--- config.mk ---
export PLATFORM = sky130hd
export DESIGN_NAME = rename_seq_alloc_flat
export DESIGN_NICKNAME = d
export VERILOG_FILES = /design/src/rtl/rename_pkg.sv /design/src/rtl/rename_seq_alloc_if.sv /design/src/rtl/seq_prefix_alloc.sv /design/src/rtl/rename_seq_alloc.sv /design/src/flat_wrapper.sv
export SDC_FILE = /design/constraint.sdc
export NUM_CORES = 1
export LEC_CHECK = 0
export BUFFER_PORTS_ARGS = -buffer_cell sky130_fd_sc_hd__buf_2
export CAP_MARGIN = 20
export CELL_PAD_IN_SITES_DETAIL_PLACEMENT = 1
export CELL_PAD_IN_SITES_GLOBAL_PLACEMENT = 1
export CORE_ASPECT_RATIO = 0.9
export CORE_MARGIN = 1
export CORE_UTILIZATION = 45
export DETAILED_ROUTE_END_ITERATION = 16
export PLACE_DENSITY = 0.86
export SYNTH_ARGS = -nofsm -noshare
export SYNTH_HDL_FRONTEND = slang
export SYNTH_SLANG_ARGS = --single-unit
--- constraint.sdc ---
create_clock -name clk -period 8.05 [get_ports clk]
set_clock_uncertainty 0.05 [all_clocks]
set_input_delay 0.4025 -clock clk [delete_from_list [all_inputs] [get_ports clk]]
set_output_delay 0.4025 -clock clk [all_outputs]
set_load 0.01 [all_outputs]
--- src/rtl/rename_pkg.sv ---
// Shared definitions for the rename-stage sequence allocator:
// FU type codes carried on the decode bus and the default SqN type.
package rename_pkg;

    localparam int SQN_W_DEF = 7;

    typedef logic [SQN_W_DEF-1:0] SqN_t;

    localparam logic [3:0] FU_INT = 4'd0;
    localparam logic [3:0] FU_LD  = 4'd1;
    localparam logic [3:0] FU_ST  = 4'd2;
    localparam logic [3:0] FU_BR  = 4'd3;
    localparam logic [3:0] FU_MUL = 4'd4;
    localparam logic [3:0] FU_DIV = 4'd5;
    localparam logic [3:0] FU_FPU = 4'd6;
    localparam logic [3:0] FU_CSR = 4'd7;
    localparam logic [3:0] FU_RN  = 4'd8;

endpackage

--- src/rtl/rename_seq_alloc_if.sv ---
// Decode-side bundle for the sequence allocator: uop group in, commit and
// recovery pointers in, allocated sequence numbers and stall out.
interface rename_seq_alloc_if #(
    parameter int WIDTH = 4,
    parameter int SQN_W = 7
);
    logic [WIDTH-1:0]       IN_uopValid;
    logic [WIDTH*4-1:0]     IN_uopFu;
    logic                   IN_ready;
    logic                   IN_branchTaken;
    logic [SQN_W-1:0]       IN_branchSqN;
    logic [SQN_W-1:0]       IN_branchLoadSqN;
    logic [SQN_W-1:0]       IN_branchStoreSqN;
    logic [SQN_W-1:0]       IN_comSqN;
    logic [SQN_W-1:0]       IN_comLoadSqN;
    logic [SQN_W-1:0]       IN_comStoreSqN;
    logic                   OUT_stall;
    logic [WIDTH-1:0]       OUT_uopValid;
    logic [WIDTH*SQN_W-1:0] OUT_uopSqN;
    logic [WIDTH*SQN_W-1:0] OUT_uopLoadSqN;
    logic [WIDTH*SQN_W-1:0] OUT_uopStoreSqN;
    logic [WIDTH-1:0]       OUT_uopOrdering;
    logic [SQN_W-1:0]       OUT_nextSqN;
    logic [SQN_W-1:0]       OUT_nextLoadSqN;
    logic [SQN_W-1:0]       OUT_nextStoreSqN;

    modport master (
        output IN_uopValid, IN_uopFu, IN_ready, IN_branchTaken,
               IN_branchSqN, IN_branchLoadSqN, IN_branchStoreSqN,
               IN_comSqN, IN_comLoadSqN, IN_comStoreSqN,
        input  OUT_stall, OUT_uopValid, OUT_uopSqN, OUT_uopLoadSqN,
               OUT_uopStoreSqN, OUT_uopOrdering, OUT_nextSqN,
               OUT_nextLoadSqN, OUT_nextStoreSqN
    );

    modport slave (
        input  IN_uopValid, IN_uopFu, IN_ready, IN_branchTaken,
               IN_branchSqN, IN_branchLoadSqN, IN_branchStoreSqN,
               IN_comSqN, IN_comLoadSqN, IN_comStoreSqN,
        output OUT_stall, OUT_uopValid, OUT_uopSqN, OUT_uopLoadSqN,
               OUT_uopStoreSqN, OUT_uopOrdering, OUT_nextSqN,
               OUT_nextLoadSqN, OUT_nextStoreSqN
    );
endinterface

--- src/rtl/seq_prefix_alloc.sv ---
// Combinational lane walk: exclusive prefix counts of valid lanes, loads and
// stores, the ordering bit each lane samples, and the group totals.
module seq_prefix_alloc
    import rename_pkg::*;
#(
    parameter int WIDTH = 4,
    parameter int CNT_W = $clog2(WIDTH + 1)
) (
    input  logic [WIDTH-1:0]       valid,
    input  logic [WIDTH*4-1:0]     fu,
    input  logic                   ord_in,
    output logic [WIDTH*CNT_W-1:0] pre_valid,
    output logic [WIDTH*CNT_W-1:0] pre_ld,
    output logic [WIDTH*CNT_W-1:0] pre_st,
    output logic [WIDTH-1:0]       lane_ord,
    output logic [WIDTH-1:0]       lane_is_st,
    output logic [CNT_W-1:0]       n,
    output logic [CNT_W-1:0]       nl,
    output logic [CNT_W-1:0]       ns,
    output logic                   ord_out
);
    logic [CNT_W-1:0] run_v;
    logic [CNT_W-1:0] run_l;
    logic [CNT_W-1:0] run_s;
    logic             run_o;
    logic [3:0]       lane_fu;

    // Walk lanes in order; invalid lanes see the running values but change nothing.
    always_comb begin
        run_v      = '0;
        run_l      = '0;
        run_s      = '0;
        run_o      = ord_in;
        lane_fu    = '0;
        pre_valid  = '0;
        pre_ld     = '0;
        pre_st     = '0;
        lane_ord   = '0;
        lane_is_st = '0;
        for (int i = 0; i < WIDTH; i++) begin
            lane_fu                    = fu[4*i +: 4];
            pre_valid[CNT_W*i +: CNT_W] = run_v;
            pre_ld[CNT_W*i +: CNT_W]    = run_l;
            pre_st[CNT_W*i +: CNT_W]    = run_s;
            lane_ord[i]                = run_o;
            lane_is_st[i]              = valid[i] && (lane_fu == FU_ST);
            if (valid[i]) begin
                run_v = run_v + CNT_W'(1);
                if (lane_fu == FU_LD) run_l = run_l + CNT_W'(1);
                if (lane_fu == FU_ST) run_s = run_s + CNT_W'(1);
                case (lane_fu)
                    FU_INT:                 run_o = ~run_o;
                    FU_DIV, FU_MUL:         run_o = 1'b1;
                    FU_FPU, FU_CSR, FU_BR:  run_o = 1'b0;
                    default:                run_o = run_o;
                endcase
            end
        end
        n       = run_v;
        nl      = run_l;
        ns      = run_s;
        ord_out = run_o;
    end
endmodule

--- src/rtl/rename_seq_alloc.sv ---
// Rename-stage sequence allocator: hands out ROB/load/store SqNs and the
// ordering bit for a whole decode group at once, gated by ROB/LQ/SQ capacity
// against the commit pointers and by downstream backpressure.
module rename_seq_alloc
    import rename_pkg::*;
#(
    parameter int WIDTH    = 4,
    parameter int SQN_W    = 7,
    parameter int ROB_SIZE = 64,
    parameter int LQ_SIZE  = 16,
    parameter int SQ_SIZE  = 16
) (
    input  logic           clk,
    input  logic           rst,
    rename_seq_alloc_if.slave bus
);
    localparam int CNT_W = $clog2(WIDTH + 1);

    logic [SQN_W-1:0]       sqn_cnt, ld_cnt, st_cnt;
    logic                   ord_bit;
    logic [WIDTH-1:0]       out_valid, out_ord;
    logic [WIDTH*SQN_W-1:0] out_sqn, out_ld, out_st;

    logic [WIDTH*CNT_W-1:0] pre_valid, pre_ld, pre_st;
    logic [WIDTH-1:0]       lane_ord, lane_is_st;
    logic [CNT_W-1:0]       n, nl, ns;
    logic                   ord_out;
    logic [WIDTH*SQN_W-1:0] lane_sqn, lane_ld, lane_st;

    logic [SQN_W-1:0]       rob_diff, lq_diff, sq_diff;
    logic [SQN_W:0]         rob_use, lq_use, sq_use;
    logic                   fit, hold, stall, accept;

    seq_prefix_alloc #(.WIDTH(WIDTH), .CNT_W(CNT_W)) u_prefix (
        .valid      (bus.IN_uopValid),
        .fu         (bus.IN_uopFu),
        .ord_in     (ord_bit),
        .pre_valid  (pre_valid),
        .pre_ld     (pre_ld),
        .pre_st     (pre_st),
        .lane_ord   (lane_ord),
        .lane_is_st (lane_is_st),
        .n          (n),
        .nl         (nl),
        .ns         (ns),
        .ord_out    (ord_out)
    );

    // Per-lane SqNs from the counters plus prefix offsets; a store's own index includes itself.
    always_comb begin
        lane_sqn = '0;
        lane_ld  = '0;
        lane_st  = '0;
        for (int i = 0; i < WIDTH; i++) begin
            if (bus.IN_uopValid[i]) begin
                lane_sqn[SQN_W*i +: SQN_W] = sqn_cnt + SQN_W'(pre_valid[CNT_W*i +: CNT_W]);
                lane_ld[SQN_W*i +: SQN_W]  = ld_cnt + SQN_W'(pre_ld[CNT_W*i +: CNT_W]);
                lane_st[SQN_W*i +: SQN_W]  = st_cnt + SQN_W'(pre_st[CNT_W*i +: CNT_W])
                                           + SQN_W'(lane_is_st[i]);
            end
        end
    end

    // Occupancy is a modular distance, so wrap-around needs no special handling.
    assign rob_diff = sqn_cnt - bus.IN_comSqN;
    assign lq_diff  = ld_cnt - bus.IN_comLoadSqN;
    assign sq_diff  = st_cnt + SQN_W'(1) - bus.IN_comStoreSqN;
    assign rob_use  = {1'b0, rob_diff} + (SQN_W+1)'(n);
    assign lq_use   = {1'b0, lq_diff} + (SQN_W+1)'(nl);
    assign sq_use   = {1'b0, sq_diff} + (SQN_W+1)'(ns);
    assign fit      = (rob_use <= (SQN_W+1)'(ROB_SIZE)) &&
                      (lq_use <= (SQN_W+1)'(LQ_SIZE)) &&
                      (sq_use <= (SQN_W+1)'(SQ_SIZE));

    assign hold   = (|out_valid) && !bus.IN_ready;
    assign stall  = hold || ((|bus.IN_uopValid) && !fit) || bus.IN_branchTaken;
    assign accept = !rst && !bus.IN_branchTaken && !stall;

    // Counter and output registers: reset, then recovery, then allocate, else hold or drain.
    always_ff @(posedge clk) begin
        if (rst) begin
            sqn_cnt   <= '0;
            ld_cnt    <= '0;
            st_cnt    <= '1;
            ord_bit   <= 1'b0;
            out_valid <= '0;
            out_sqn   <= '0;
            out_ld    <= '0;
            out_st    <= '0;
            out_ord   <= '0;
        end else if (bus.IN_branchTaken) begin
            sqn_cnt   <= bus.IN_branchSqN + SQN_W'(1);
            ld_cnt    <= bus.IN_branchLoadSqN;
            st_cnt    <= bus.IN_branchStoreSqN;
            ord_bit   <= 1'b0;
            out_valid <= '0;
        end else if (accept) begin
            sqn_cnt   <= sqn_cnt + SQN_W'(n);
            ld_cnt    <= ld_cnt + SQN_W'(nl);
            st_cnt    <= st_cnt + SQN_W'(ns);
            ord_bit   <= ord_out;
            out_valid <= bus.IN_uopValid;
            out_sqn   <= lane_sqn;
            out_ld    <= lane_ld;
            out_st    <= lane_st;
            out_ord   <= lane_ord & bus.IN_uopValid;
        end else if (!hold) begin
            out_valid <= '0;
        end
    end

    assign bus.OUT_stall        = stall;
    assign bus.OUT_uopValid     = out_valid;
    assign bus.OUT_uopSqN       = out_sqn;
    assign bus.OUT_uopLoadSqN   = out_ld;
    assign bus.OUT_uopStoreSqN  = out_st;
    assign bus.OUT_uopOrdering  = out_ord;
    assign bus.OUT_nextSqN      = sqn_cnt;
    assign bus.OUT_nextLoadSqN  = ld_cnt;
    assign bus.OUT_nextStoreSqN = st_cnt + SQN_W'(1);
endmodule

--- src/flat_wrapper.sv ---
// flat-port wrapper written by rule: the top's interface ports become plain ports
module rename_seq_alloc_flat import rename_pkg::*;
#(
    parameter int WIDTH    = 4,
    parameter int SQN_W    = 7,
    parameter int ROB_SIZE = 64,
    parameter int LQ_SIZE  = 16,
    parameter int SQ_SIZE  = 16
)
  (clk, rst, bus_IN_uopValid, bus_IN_uopFu, bus_IN_ready, bus_IN_branchTaken, bus_IN_branchSqN, bus_IN_branchLoadSqN, bus_IN_branchStoreSqN, bus_IN_comSqN, bus_IN_comLoadSqN, bus_IN_comStoreSqN, bus_OUT_stall, bus_OUT_uopValid, bus_OUT_uopSqN, bus_OUT_uopLoadSqN, bus_OUT_uopStoreSqN, bus_OUT_uopOrdering, bus_OUT_nextSqN, bus_OUT_nextLoadSqN, bus_OUT_nextStoreSqN);
  rename_seq_alloc_if #(.WIDTH(WIDTH), .SQN_W(SQN_W)) bus_i ();
  input  logic clk;
  input  logic rst;
  input wire logic [$bits(bus_i.IN_uopValid)-1:0] bus_IN_uopValid;
  input wire logic [$bits(bus_i.IN_uopFu)-1:0] bus_IN_uopFu;
  input wire logic [$bits(bus_i.IN_ready)-1:0] bus_IN_ready;
  input wire logic [$bits(bus_i.IN_branchTaken)-1:0] bus_IN_branchTaken;
  input wire logic [$bits(bus_i.IN_branchSqN)-1:0] bus_IN_branchSqN;
  input wire logic [$bits(bus_i.IN_branchLoadSqN)-1:0] bus_IN_branchLoadSqN;
  input wire logic [$bits(bus_i.IN_branchStoreSqN)-1:0] bus_IN_branchStoreSqN;
  input wire logic [$bits(bus_i.IN_comSqN)-1:0] bus_IN_comSqN;
  input wire logic [$bits(bus_i.IN_comLoadSqN)-1:0] bus_IN_comLoadSqN;
  input wire logic [$bits(bus_i.IN_comStoreSqN)-1:0] bus_IN_comStoreSqN;
  output wire logic [$bits(bus_i.OUT_stall)-1:0] bus_OUT_stall;
  output wire logic [$bits(bus_i.OUT_uopValid)-1:0] bus_OUT_uopValid;
  output wire logic [$bits(bus_i.OUT_uopSqN)-1:0] bus_OUT_uopSqN;
  output wire logic [$bits(bus_i.OUT_uopLoadSqN)-1:0] bus_OUT_uopLoadSqN;
  output wire logic [$bits(bus_i.OUT_uopStoreSqN)-1:0] bus_OUT_uopStoreSqN;
  output wire logic [$bits(bus_i.OUT_uopOrdering)-1:0] bus_OUT_uopOrdering;
  output wire logic [$bits(bus_i.OUT_nextSqN)-1:0] bus_OUT_nextSqN;
  output wire logic [$bits(bus_i.OUT_nextLoadSqN)-1:0] bus_OUT_nextLoadSqN;
  output wire logic [$bits(bus_i.OUT_nextStoreSqN)-1:0] bus_OUT_nextStoreSqN;
  assign bus_i.IN_uopValid = bus_IN_uopValid;
  assign bus_i.IN_uopFu = bus_IN_uopFu;
  assign bus_i.IN_ready = bus_IN_ready;
  assign bus_i.IN_branchTaken = bus_IN_branchTaken;
  assign bus_i.IN_branchSqN = bus_IN_branchSqN;
  assign bus_i.IN_branchLoadSqN = bus_IN_branchLoadSqN;
  assign bus_i.IN_branchStoreSqN = bus_IN_branchStoreSqN;
  assign bus_i.IN_comSqN = bus_IN_comSqN;
  assign bus_i.IN_comLoadSqN = bus_IN_comLoadSqN;
  assign bus_i.IN_comStoreSqN = bus_IN_comStoreSqN;
  assign bus_OUT_stall = bus_i.OUT_stall;
  assign bus_OUT_uopValid = bus_i.OUT_uopValid;
  assign bus_OUT_uopSqN = bus_i.OUT_uopSqN;
  assign bus_OUT_uopLoadSqN = bus_i.OUT_uopLoadSqN;
  assign bus_OUT_uopStoreSqN = bus_i.OUT_uopStoreSqN;
  assign bus_OUT_uopOrdering = bus_i.OUT_uopOrdering;
  assign bus_OUT_nextSqN = bus_i.OUT_nextSqN;
  assign bus_OUT_nextLoadSqN = bus_i.OUT_nextLoadSqN;
  assign bus_OUT_nextStoreSqN = bus_i.OUT_nextStoreSqN;
  rename_seq_alloc #(.WIDTH(WIDTH), .SQN_W(SQN_W), .ROB_SIZE(ROB_SIZE), .LQ_SIZE(LQ_SIZE), .SQ_SIZE(SQ_SIZE)) u_core (.clk(clk), .rst(rst), .bus(bus_i));
endmodule
==> impl_metrics.yaml <==
worst_setup_path:
  critPathMaxStageDelay_ns: 0.83
  critical_path.startpoint_type: "input pin"
  cp_slowest_cell: "nor4b_1"
  cp-end-kind: "primary output"
  cp_max_fo: 37
  criticalPathCategory: "input pin to primary output"
  reg2reg_depth: 13
  r2r_end: "u_core.bus.OUT_nextSqN[4]"
  worst_ep_required_time_ns: 7.60
  crit_top_cell: "ha_1"
  worstReg2RegStart: "u_core.st_cnt[1]"
  cp_cell_sequence: "buf_2 -> nand2b_1 -> nor4b_1 -> ha_1 -> mux2_2 -> ha_1 -> nand2_1 -> o21ai_0 -> ha_1 -> mux2_2 -> inv_1 -> fa_1 -> xor2_1 -> nand3b_1 -> o22a_1 -> nor3_1 -> a2bb2oi_4 -> a21oi_4 -> nor2_4 -> inv_4 -> buf_2"
  ff2ff_setup_slack_ns: 3.14
  cp.arrival_ns: 6.32
worst_hold_path:
  min_path_cells: 2
  hp-start: "bus_IN_branchLoadSqN[2]"
  hold_class: "input pin to flop"
  whs_endpoint: "u_core.bus.OUT_nextLoadSqN[2]"
detailed_routing:
  vias: 8656
  firstDrtPassIters: 5
  vias_per_cell: 6.08
  wl_per_cell_um: 21.3
  drtIter0Drc: 718
  drc: 0
  wl_mm: 30.3
  detail-route-antenna-nets: 0
timing:
  maxSlewHeadroom: 0.345
  finalHoldViolations: 0
  fmax_ghz: 0.148
  worstMarginPinSlew_ns: 0.969
  rsz0062_at_grt: "false"
  period_share: 0.842
  period_needed_ns: 6.77
  setup_ws_ns: 1.28
  maxSlewViolCount: 0
  finalSetupViolCount: 0
  finalSetupTns_ns: 0
floorplanning:
  ioPinCount: 180
  die_w_um: 147
  rows: 47
  initial_core_util: 0.462
  die-area_sq_um: 19600
  die_y_um: 133
  coreArea_sq_um: 18500
cts:
  tritoncts: "done"
  clkTransAtPathRegs_ns: 0.06
  clock_latency_ns: 0.43
  root_buffer: "clkbuf_16"
  htreeDepth: 4
  cts_resized: 0
  cts_buffer_depth: 2
  clkSinkCount: 114
  hold_buffers: 0
  cts_made_buffers: 17
  cts_setup_buffers: 0
place:
  place_ws_ns: 1.37
  globalplace.congestion: 0.892
  dpl.hpwl_mm: 21.6
  io_buffer_count: 179
global_routing:
  grt_first_pass_wirelength_mm: 47.8
  grt_pass1_vias: 8662
  grt_overflow: 0
  track_usage: 0.313
  antenna_found_initial: 0
  grt_max_degree: 89
outcome:
  outcome: "finished clean"
synthesis:
  yosysSeqAreaShare: 0.267
  syn_area_sq_um: 8550
  synth_top_area_frac: 0.267
  synthTopCellsByArea: "dfxtp_1 (27%), ha_1 (10%), xnor2_1 (4.9%), o21ai_0 (4.9%), fa_1 (4.2%)"
  yosys-top-cells-count: "dfxtp_1 (114), o21ai_0 (83), ha_1 (68)"
  synthFlopType: "dfxtp_1"
  syn_area_per_cell_sq_um: 8.25
  synth-edff-count: 0
  syn_inst: 1037
  yosys_warnings: 0
  synth_seq_cells: 114
  async_reset_ff_frac: 0
  synth.distinct_cells: 77
  post-synth-top-count-cell: "dfxtp_1"
  synth_largest_area_cell: "dfxtp_1"
  syn_nets: 1189
pwr:
  p_leak_nw: 4.45
  finalPower_mw: 1.79
  pwr_density_cell_nw_per_um2: 178
  peakVddDrop_mv: 0.135
flow_run:
  maxCapViolCount: 0
layout:
  drive_gt1_frac: 0.209
  n_antenna_cell: 0
  nets: 1318
  n_fill_cell: 2349
  areaGrowthSynthToFinish_pct: 17.3
through the flow:
| step | util | std cells | hold slack [ns] | area [sq um] |
|---|---|---|---|---|
| after detailed placement | 0.512 | 1392 | 0.402 | 9480 |
| final | 0.542 | 1424 | 0.166 | 10000 |
| after floorplan | - | 1037 | 0.430 | 8550 |
| after CTS | 0.542 | 1424 | 0.157 | 10000 |
| after global routing | 0.542 | 1424 | 0.173 | 10000 |
| after global placement | 0.512 | 1392 | 0.402 | 9480 |
sequential cells by signal, indices dropped and copies added (netlist names):
signal,flops
u_core.bus.OUT_uopValid,4
u_core.bus.OUT_uopLoadSqN,28
u_core.bus.OUT_nextLoadSqN,7
u_core.bus.OUT_uopStoreSqN,28
u_core.st_cnt,7
u_core.bus.OUT_nextSqN,7
u_core.bus.OUT_uopSqN,28
u_core.ord_bit,1
u_core.bus.OUT_uopOrdering,4
cell families (layout without fill, tap and decap cells):
family / after synthesis / after routing / synth area share
flops: 114 / 114 / 0.267
simple gates: 329 / 329 / 0.206
mux: 14 / 14 / 0.0180
compound gates: 274 / 274 / 0.213
xor+xnor: 84 / 84 / 0.0876
buf+inv: 136 / 278 / 0.0666
fa+ha+maj: 86 / 86 / 0.142
how the worst max path moves through the flow:
stage	startpoint	endpoint	slack (ns)
finish	bus_IN_uopValid[0]	bus_OUT_stall	1.28
global route	bus_IN_uopValid[0]	bus_OUT_stall	0.96
CTS	bus_IN_uopValid[0]	bus_OUT_stall	1.32
detailed placement	bus_IN_uopValid[0]	bus_OUT_stall	1.37
global placement	bus_IN_uopValid[0]	bus_OUT_stall	1.60
floorplan	bus_IN_uopValid[0]	bus_OUT_stall	2.67
critical path: cells and delay by family:
kind | cells | cell delay [ns]
multiplexers | 2 | 0.52
AND/OR/NAND/NOR | 6 | 1.87
XOR/XNOR | 1 | 0.18
buffers and inverters | 4 | 1.03
AO/OA/AOI/OAI | 4 | 0.75
adder cells (fa/ha/maj) | 4 | 1.53
placed cells by master, fill, tap and decap left out, types with 6 or more instances in the layout:
master / Yosys / routed
xnor2_1: 48 / 48
mux2_2: 7 / 7
buf_4: 4 / 6
ha_1: 68 / 68
dfxtp_1: 114 / 114
a21oi_1: 58 / 58
buf_2: 9 / 179
nand4_1: 54 / 54
o211ai_1: 23 / 23
nor2b_1: 28 / 28
nor4_1: 12 / 12
nor4b_1: 7 / 7
a21o_1: 17 / 16
o31ai_1: 25 / 25
nor2_1: 63 / 63
inv_1: 57 / 57
mux2i_1: 6 / 6
a31o_2: 6 / 6
a311oi_1: 8 / 8
nor3_1: 19 / 19
xor2_1: 35 / 35
and3_1: 8 / 8
clkbuf_16: 0 / 17
or3_1: 6 / 6
and2_1: 8 / 8
fa_1: 18 / 18
o21ai_0: 83 / 83
nand3_1: 21 / 21
a211oi_1: 7 / 7
nand2_1: 62 / 62
nand2b_1: 20 / 20
layer usage:
| layer | part of all wire | GRT usage |
|---|---|---|
| met4 | 0.030 | 0.124 |
| met5 | 0 | 0 |
| met3 | 0.074 | 0.0638 |
| met2 | 0.46 | 0.493 |
| met1 | 0.44 | 0.417 |
where the power goes:
part | switching (mW) | internal [mW]
Combinational | 0.278 | 0.173
Clock | 0.295 | 0.431
Sequential | 0.0362 | 0.577
area by class of cell:
type                       count  area (sq um)  share of cell area
sequential                   114          2280               0.227
clock inverter                13           113              0.0112
inverter                      60           228              0.0227
multi-input combinational    787          5700               0.568
tap                          245           307              0.0306
timing repair buffer         186           961              0.0958
clock buffer                  19           443              0.0441
Power figures use the tool's default switching activity.
